--- src/rtl/temporal_encoder.sv ---
// temporal_encoder: turns a vector of binary values into race-logic spikes inside one gamma window.
// Build option: define FALLING_ENC_EN for falling-edge encoding (default build is pulse-width encoding).
`timescale 1ns/1ps
module temporal_encoder #(
  parameter int GAMMA_CYCLE_WIDTH = 16,
  parameter int PULSE_WIDTH       = 8,
  parameter int N_CH              = 2,
  parameter int VAL_W             = $clog2(GAMMA_CYCLE_WIDTH)
) (
  input  logic                   aclk,
  input  logic                   grst,
  input  logic                   in_valid,
  output logic                   in_ready,
  input  logic [N_CH*VAL_W-1:0]  in_data,
  input  logic [N_CH-1:0]        in_null,
  output logic [N_CH-1:0]        spike,
  output logic                   gamma_rst,
  output logic                   busy
);

  typedef enum logic [1:0] {
    ST_IDLE  = 2'd0,
    ST_RESET = 2'd1,
    ST_RUN   = 2'd2
  } state_t;

  localparam logic [VAL_W-1:0] T_LAST = VAL_W'(GAMMA_CYCLE_WIDTH - 1);
  localparam logic [VAL_W-1:0] T_ONE  = VAL_W'(1);
`ifndef FALLING_ENC_EN
  localparam logic [VAL_W-1:0] CLAMP_MAX = VAL_W'(GAMMA_CYCLE_WIDTH - PULSE_WIDTH);
  localparam logic [VAL_W:0]   PW_X      = (VAL_W+1)'(PULSE_WIDTH);
`endif

  // Value stored into the active register; pulses are clamped so they never cross the window end.
  function automatic logic [VAL_W-1:0] load_val(input logic [VAL_W-1:0] v);
`ifdef FALLING_ENC_EN
    load_val = v;
`else
    if (v > CLAMP_MAX) load_val = CLAMP_MAX;
    else               load_val = v;
`endif
  endfunction

  function automatic logic spike_bit(input logic [VAL_W-1:0] v, input logic nul,
                                     input logic [VAL_W-1:0] t);
`ifdef FALLING_ENC_EN
    spike_bit = nul | (t < v);
`else
    spike_bit = !nul && ({1'b0, t} >= {1'b0, v}) && ({1'b0, t} < ({1'b0, v} + PW_X));
`endif
  endfunction

  state_t                  state_r, state_nxt_s;
  logic [VAL_W-1:0]        t_r, t_nxt_s;
  logic [N_CH*VAL_W-1:0]   next_data_r, act_data_r, act_load_s;
  logic [N_CH-1:0]         next_null_r, act_null_r;
  logic                    next_valid_r;
  logic                    accept_s, load_s;
  logic [N_CH-1:0]         spike_r, spike_nxt_s;
  logic                    gamma_rst_r, busy_r;

  assign in_ready  = !next_valid_r;
  assign accept_s  = in_valid & !next_valid_r;
  assign spike     = spike_r;
  assign gamma_rst = gamma_rst_r;
  assign busy      = busy_r;

  // State register plus registered outputs derived from the upcoming state.
  always_ff @(posedge aclk or posedge grst) begin
    if (grst) begin
      state_r     <= ST_IDLE;
      t_r         <= {VAL_W{1'b0}};
      spike_r     <= {N_CH{1'b0}};
      gamma_rst_r <= 1'b0;
      busy_r      <= 1'b0;
    end else begin
      state_r     <= state_nxt_s;
      t_r         <= t_nxt_s;
      spike_r     <= spike_nxt_s;
      gamma_rst_r <= (state_nxt_s == ST_RESET);
      busy_r      <= (state_nxt_s != ST_IDLE);
    end
  end

  // Next-state and window counter; load_s marks the next->active hand-over.
  always_comb begin
    state_nxt_s = state_r;
    t_nxt_s     = t_r;
    load_s      = 1'b0;
    case (state_r)
      ST_IDLE: begin
        t_nxt_s = {VAL_W{1'b0}};
        if (next_valid_r) begin
          state_nxt_s = ST_RESET;
          load_s      = 1'b1;
        end else begin
          state_nxt_s = ST_IDLE;
        end
      end
      ST_RESET: begin
        state_nxt_s = ST_RUN;
        t_nxt_s     = {VAL_W{1'b0}};
      end
      ST_RUN: begin
        if (t_r == T_LAST) begin
          t_nxt_s = {VAL_W{1'b0}};
          if (next_valid_r) begin
            state_nxt_s = ST_RESET;
            load_s      = 1'b1;
          end else begin
            state_nxt_s = ST_IDLE;
          end
        end else begin
          t_nxt_s = t_r + T_ONE;
        end
      end
      default: begin
        state_nxt_s = ST_IDLE;
        t_nxt_s     = {VAL_W{1'b0}};
      end
    endcase
  end

  // Spike levels for the upcoming cycle; only RUN cycles may carry a spike.
  always_comb begin
    spike_nxt_s = {N_CH{1'b0}};
    for (int i = 0; i < N_CH; i++) begin
      if (state_nxt_s == ST_RUN) begin
        spike_nxt_s[i] = spike_bit(act_data_r[i*VAL_W +: VAL_W], act_null_r[i], t_nxt_s);
      end else begin
        spike_nxt_s[i] = 1'b0;
      end
    end
  end

  // Per-channel value as it enters the active register.
  always_comb begin
    act_load_s = {(N_CH*VAL_W){1'b0}};
    for (int i = 0; i < N_CH; i++) begin
      act_load_s[i*VAL_W +: VAL_W] = load_val(next_data_r[i*VAL_W +: VAL_W]);
    end
  end

  // Next/active vector buffers; an accept always wins over the hand-over clear.
  always_ff @(posedge aclk or posedge grst) begin
    if (grst) begin
      next_data_r  <= {(N_CH*VAL_W){1'b0}};
      next_null_r  <= {N_CH{1'b0}};
      next_valid_r <= 1'b0;
      act_data_r   <= {(N_CH*VAL_W){1'b0}};
      act_null_r   <= {N_CH{1'b0}};
    end else begin
      if (load_s) begin
        act_data_r <= act_load_s;
        act_null_r <= next_null_r;
      end
      if (accept_s) begin
        next_data_r  <= in_data;
        next_null_r  <= in_null;
        next_valid_r <= 1'b1;
      end else if (load_s) begin
        next_valid_r <= 1'b0;
      end
    end
  end

endmodule
--- config.mk ---
export PLATFORM = sky130hd
export DESIGN_NAME = temporal_encoder
export DESIGN_NICKNAME = d
export VERILOG_FILES = /design/src/rtl/temporal_encoder.sv
export SDC_FILE = /design/constraint.sdc
export NUM_CORES = 1
export LEC_CHECK = 0
export CORE_MARGIN = 4
export CORE_UTILIZATION = 50
export CTS_CLUSTER_DIAMETER = 100
export DETAILED_ROUTE_END_ITERATION = 8
export PLACE_DENSITY = 0.8
export SYNTH_ARGS = -nofsm -noshare
export SYNTH_HDL_FRONTEND = slang
export SYNTH_SLANG_ARGS = --single-unit
export TNS_END_PERCENT = 20
--- constraint.sdc ---
create_clock -name aclk -period 4.14 [get_ports aclk]
set_input_delay 1.035 -clock aclk [delete_from_list [all_inputs] [get_ports aclk]]
set_output_delay 1.035 -clock aclk [all_outputs]
set_load 0.05 [all_outputs]
==> results.txt <==
----------------------------------------------------
[Status]
  Result of the run ... completed

[Timing]
  Setup total negative slack ... 0 ps
  Shortest clock period the worst path allows after layout ... 2687 ps
  Final setup fails ... 0
  Share of the clock period used by the worst path ... about two thirds
  Headroom to the max-slew limit ... 25.22%
  Unrepaired setup endpoints after global routing ... no
  Clock tree skew after final layout ... 5.069 ps
  Tightest Pin Transition ... about 1100 ps
  Highest attainable clock frequency ... 372.1 MHz
  Final-report hold violation count ... 0
  Count of final max-slew check failures ... 0

[Clocking]
  H-Tree Level Count ... 2
  Total clock sinks ... 31
  Insertion delay to the later sink of the worst-skew pair ... 330 ps
  Cts hold-fix bufs ... 0
  Clock transition at the registers of the reported paths ... roughly 90 ps
  CTS Root Cell ... clkbuf_4
  Number of clock buffers inserted by TritonCTS ... 5
  Number of post-CTS setup repair buffers ... 0
  CTS tree ... done
  Resized Gates After CTS ... 0
  Max Root-Sink Buffers ... 2

[Route]
  Final wirelength ... 2341 microns
  Antenna-violating nets left ... 0
  Drt first-iter violations ... 13
  Vias ... roughly 950
  Wire length per cell after detailed routing ... 13.01 microns
  Avg Vias per Cell ... 5.261
  Number of remaining DRC errors ... 0
  Detailed Routing Iterations Pass 1 ... 4

[Layout]
  Fill cells ... 231
  Area growth syn-to-layout ... 16.33%
  Area of all sequential standard cells ... 775.7 sq um
  End-of-flow core utilization ... 61.64%
  Proportion of layout cells with a drive suffix above 1 ... around 15%
  Area of combinational cells with multiple inputs ... approximately 640 sq um
  Final net count ... 174
  Ant diodes ... 0

[Setup path]
  End of the worst register-to-register path ... spike[0]$_DFF_PP0_
  Number of cells traversed by the worst register-to-register path ... 8
  R2R setup slack ... 1940 ps
  Setup crit end kind ... primary output
  Largest fanout on the critical path ... 3
  Required time at the endpoint of the critical path ... 3110 ps
  Startpoint of the most critical register-to-register path ... t_r[0]$_DFF_PP0_
  Type of origin of the critical path ... register
  Beginning of the critical path ... next_valid_r$_DFFE_PP0P_
  Kind of critical path ... register to primary output
  Critical path destination ... in_ready
  Worst EP arrival ... 1650 ps

[GRT]
  Total routing resource utilization after global routing ... 14.23%
  Pin count of the biggest net entering global routing ... 32
  Overflow after GRT ... 0
  Antenna violations before repair ... 0
  Wire length of the first global-routing pass ... between 4000 and 5000 microns
  Vias in the first global route ... 988

[Place]
  Post-DP HPWL ... 1813 microns
  Final estimated routing congestion in global placement ... 0.7757
  PortBufs ... 17

[Yosys]
  Dominant synthesized flop cell ... dfrtp_1
  Number of enable-type register cells in the synthesized netlist ... 0
  Synthesized area ... ~1500 sq um
  Cell count after synthesis ... 126
  Sequential element share of the synthesized area ... 52.19%
  Mean cell area of the mapped netlist ... roughly 12 sq um
  Most common library cells after synthesis ... 31 x dfrtp_1, 14 x inv_1, 13 x ha_1
  Yosys warning total ... 0
  Count of distinct cell types in the synthesized netlist ... 27
  Number of register bits inferred by synthesis ... 31
  Syn nets ... 152
  Area share of the leading cell type in the synthesized netlist ... 52.19%
  Top area cells in the synthesized netlist ... dfrtp_1 52%, ha_1 11%, mux2_2 8.3%
  Top cell type by total area after synthesis ... dfrtp_1
  Top-count cell post-synth ... dfrtp_1
  Share of synthesized registers carrying an async set or reset ... 100.0%

[Hold path]
  Worst hold path class ... register to register

[Floorplan]
  Initial Utilization ... 52.99%
  Die span in x ... 62.53 microns
  Placeable core region ... 2805 sq um
  Die Height ... about 63 microns
  Ports ... 18
  Area enclosed by the die boundary ... 3909 sq um
  Cell row count ... 19

[Run]
  Maximum Capacitance Violations ... 0

[Power and ir drop]
  Power density normalized to cell area ... 686.8 nW/um^2
  Worst supply voltage drop on vdd ... 366.3 uV
  Total power draw ... around 0.0012 W
  LEAKAGE ... 0.8131 nW

----------------------------------------------------
## worst max-delay path, stage by stage, from the launching register on
cell,delay [ps]
dfrtp_1,410
inv_1,100
clkdlybuf4s50_1,810
## worst min-delay path by stage
stage,from,slack [ps],cells after the start,endpoint
floorplan,act_data_r[0]$_DFFE_PP0P_,450,2,act_data_r[0]$_DFFE_PP0P_
global placement,act_data_r[0]$_DFFE_PP0P_,480,2,act_data_r[0]$_DFFE_PP0P_
detailed placement,next_data_r[6]$_DFFE_PP0P_,490,1,next_data_r[6]$_DFFE_PP0P_
CTS,next_data_r[6]$_DFFE_PP0P_,510,1,next_data_r[6]$_DFFE_PP0P_
global route,next_data_r[2]$_DFFE_PP0P_,530,1,next_data_r[2]$_DFFE_PP0P_
finish,act_data_r[0]$_DFFE_PP0P_,500,2,act_data_r[0]$_DFFE_PP0P_
## layout make-up
type	instances	area share, %
multi-input cells	79	37.12
clock buffers	7	2.605
clock inverters	1	0.2894
flip-flops and latches	31	44.86
well taps	31	2.243
inverters	14	3.039
repair buffers	17	9.841
## routing by layer
layer  share of wire, %  track usage, %  vias up
met4                2.5           8.264        0
met1                 46           15.83      447
met3                4.8           4.856        7
li1                   -               -      474
met5                  0               0        -
met2                 47           23.57       19
## placed cells by master (no fill, tap or decap), types with 3 or more instances in the layout
cell,instances
dfrtp_1,31
or3b_1,4
mux2_4,3
nand2_1,6
ha_1,13
clkdlybuf4s50_1,17
nor2b_1,3
a21oi_1,7
mux2_2,11
nand2b_1,4
clkbuf_4,5
o21ai_0,11
nor2_1,4
inv_1,14
## registers in the layout, summed over array words and instances, names as in the netlist
| signal | cells |
|---|---|
| act_data_r | 8 |
| act_null_r | 2 |
| busy | 1 |
| gamma_rst | 1 |
| next_data_r | 8 |
| next_null_r | 2 |
| next_valid_r | 1 |
| spike | 2 |
| state_r | 2 |
| t_r | 4 |
## report_power, final
part	internal, W	total (W)	leakage [nW]	switching [W]
sequential	0.000433	0.000509	0.385	0.0000759
combinational	0.000244	0.000515	0.399	0.000271
clock	0.0000660	0.000163	0.0293	0.0000972
## cell families (layout without fill, tap and decap cells)
| logic type | count (synthesis) | in the layout | share of synthesized area [%] |
|---|---|---|---|
| compound gates | 24 | 24 | 9.260 |
| xor+xnor | 1 | 1 | 0.5893 |
| flops | 31 | 31 | 52.19 |
| mux | 14 | 14 | 11.36 |
| buf+inv | 16 | 39 | 4.629 |
| fa+ha+maj | 13 | 13 | 10.94 |
| simple gates | 27 | 27 | 11.03 |
## metrics by stage
step	instance area, sq um	worst slack [ps]	cells	hold WS, ps
2_1_floorplan	1486	2095	126	453.1
3_3_place_gp	1679	1499	172	478.2
3_5_place_dp	1679	1442	172	489.2
4_1_cts	1729	1448	180	510.3
5_1_grt	1729	1395	180	533.1
6_report	1729	1453	180	502.6
(Power assumes the default switching activity.)
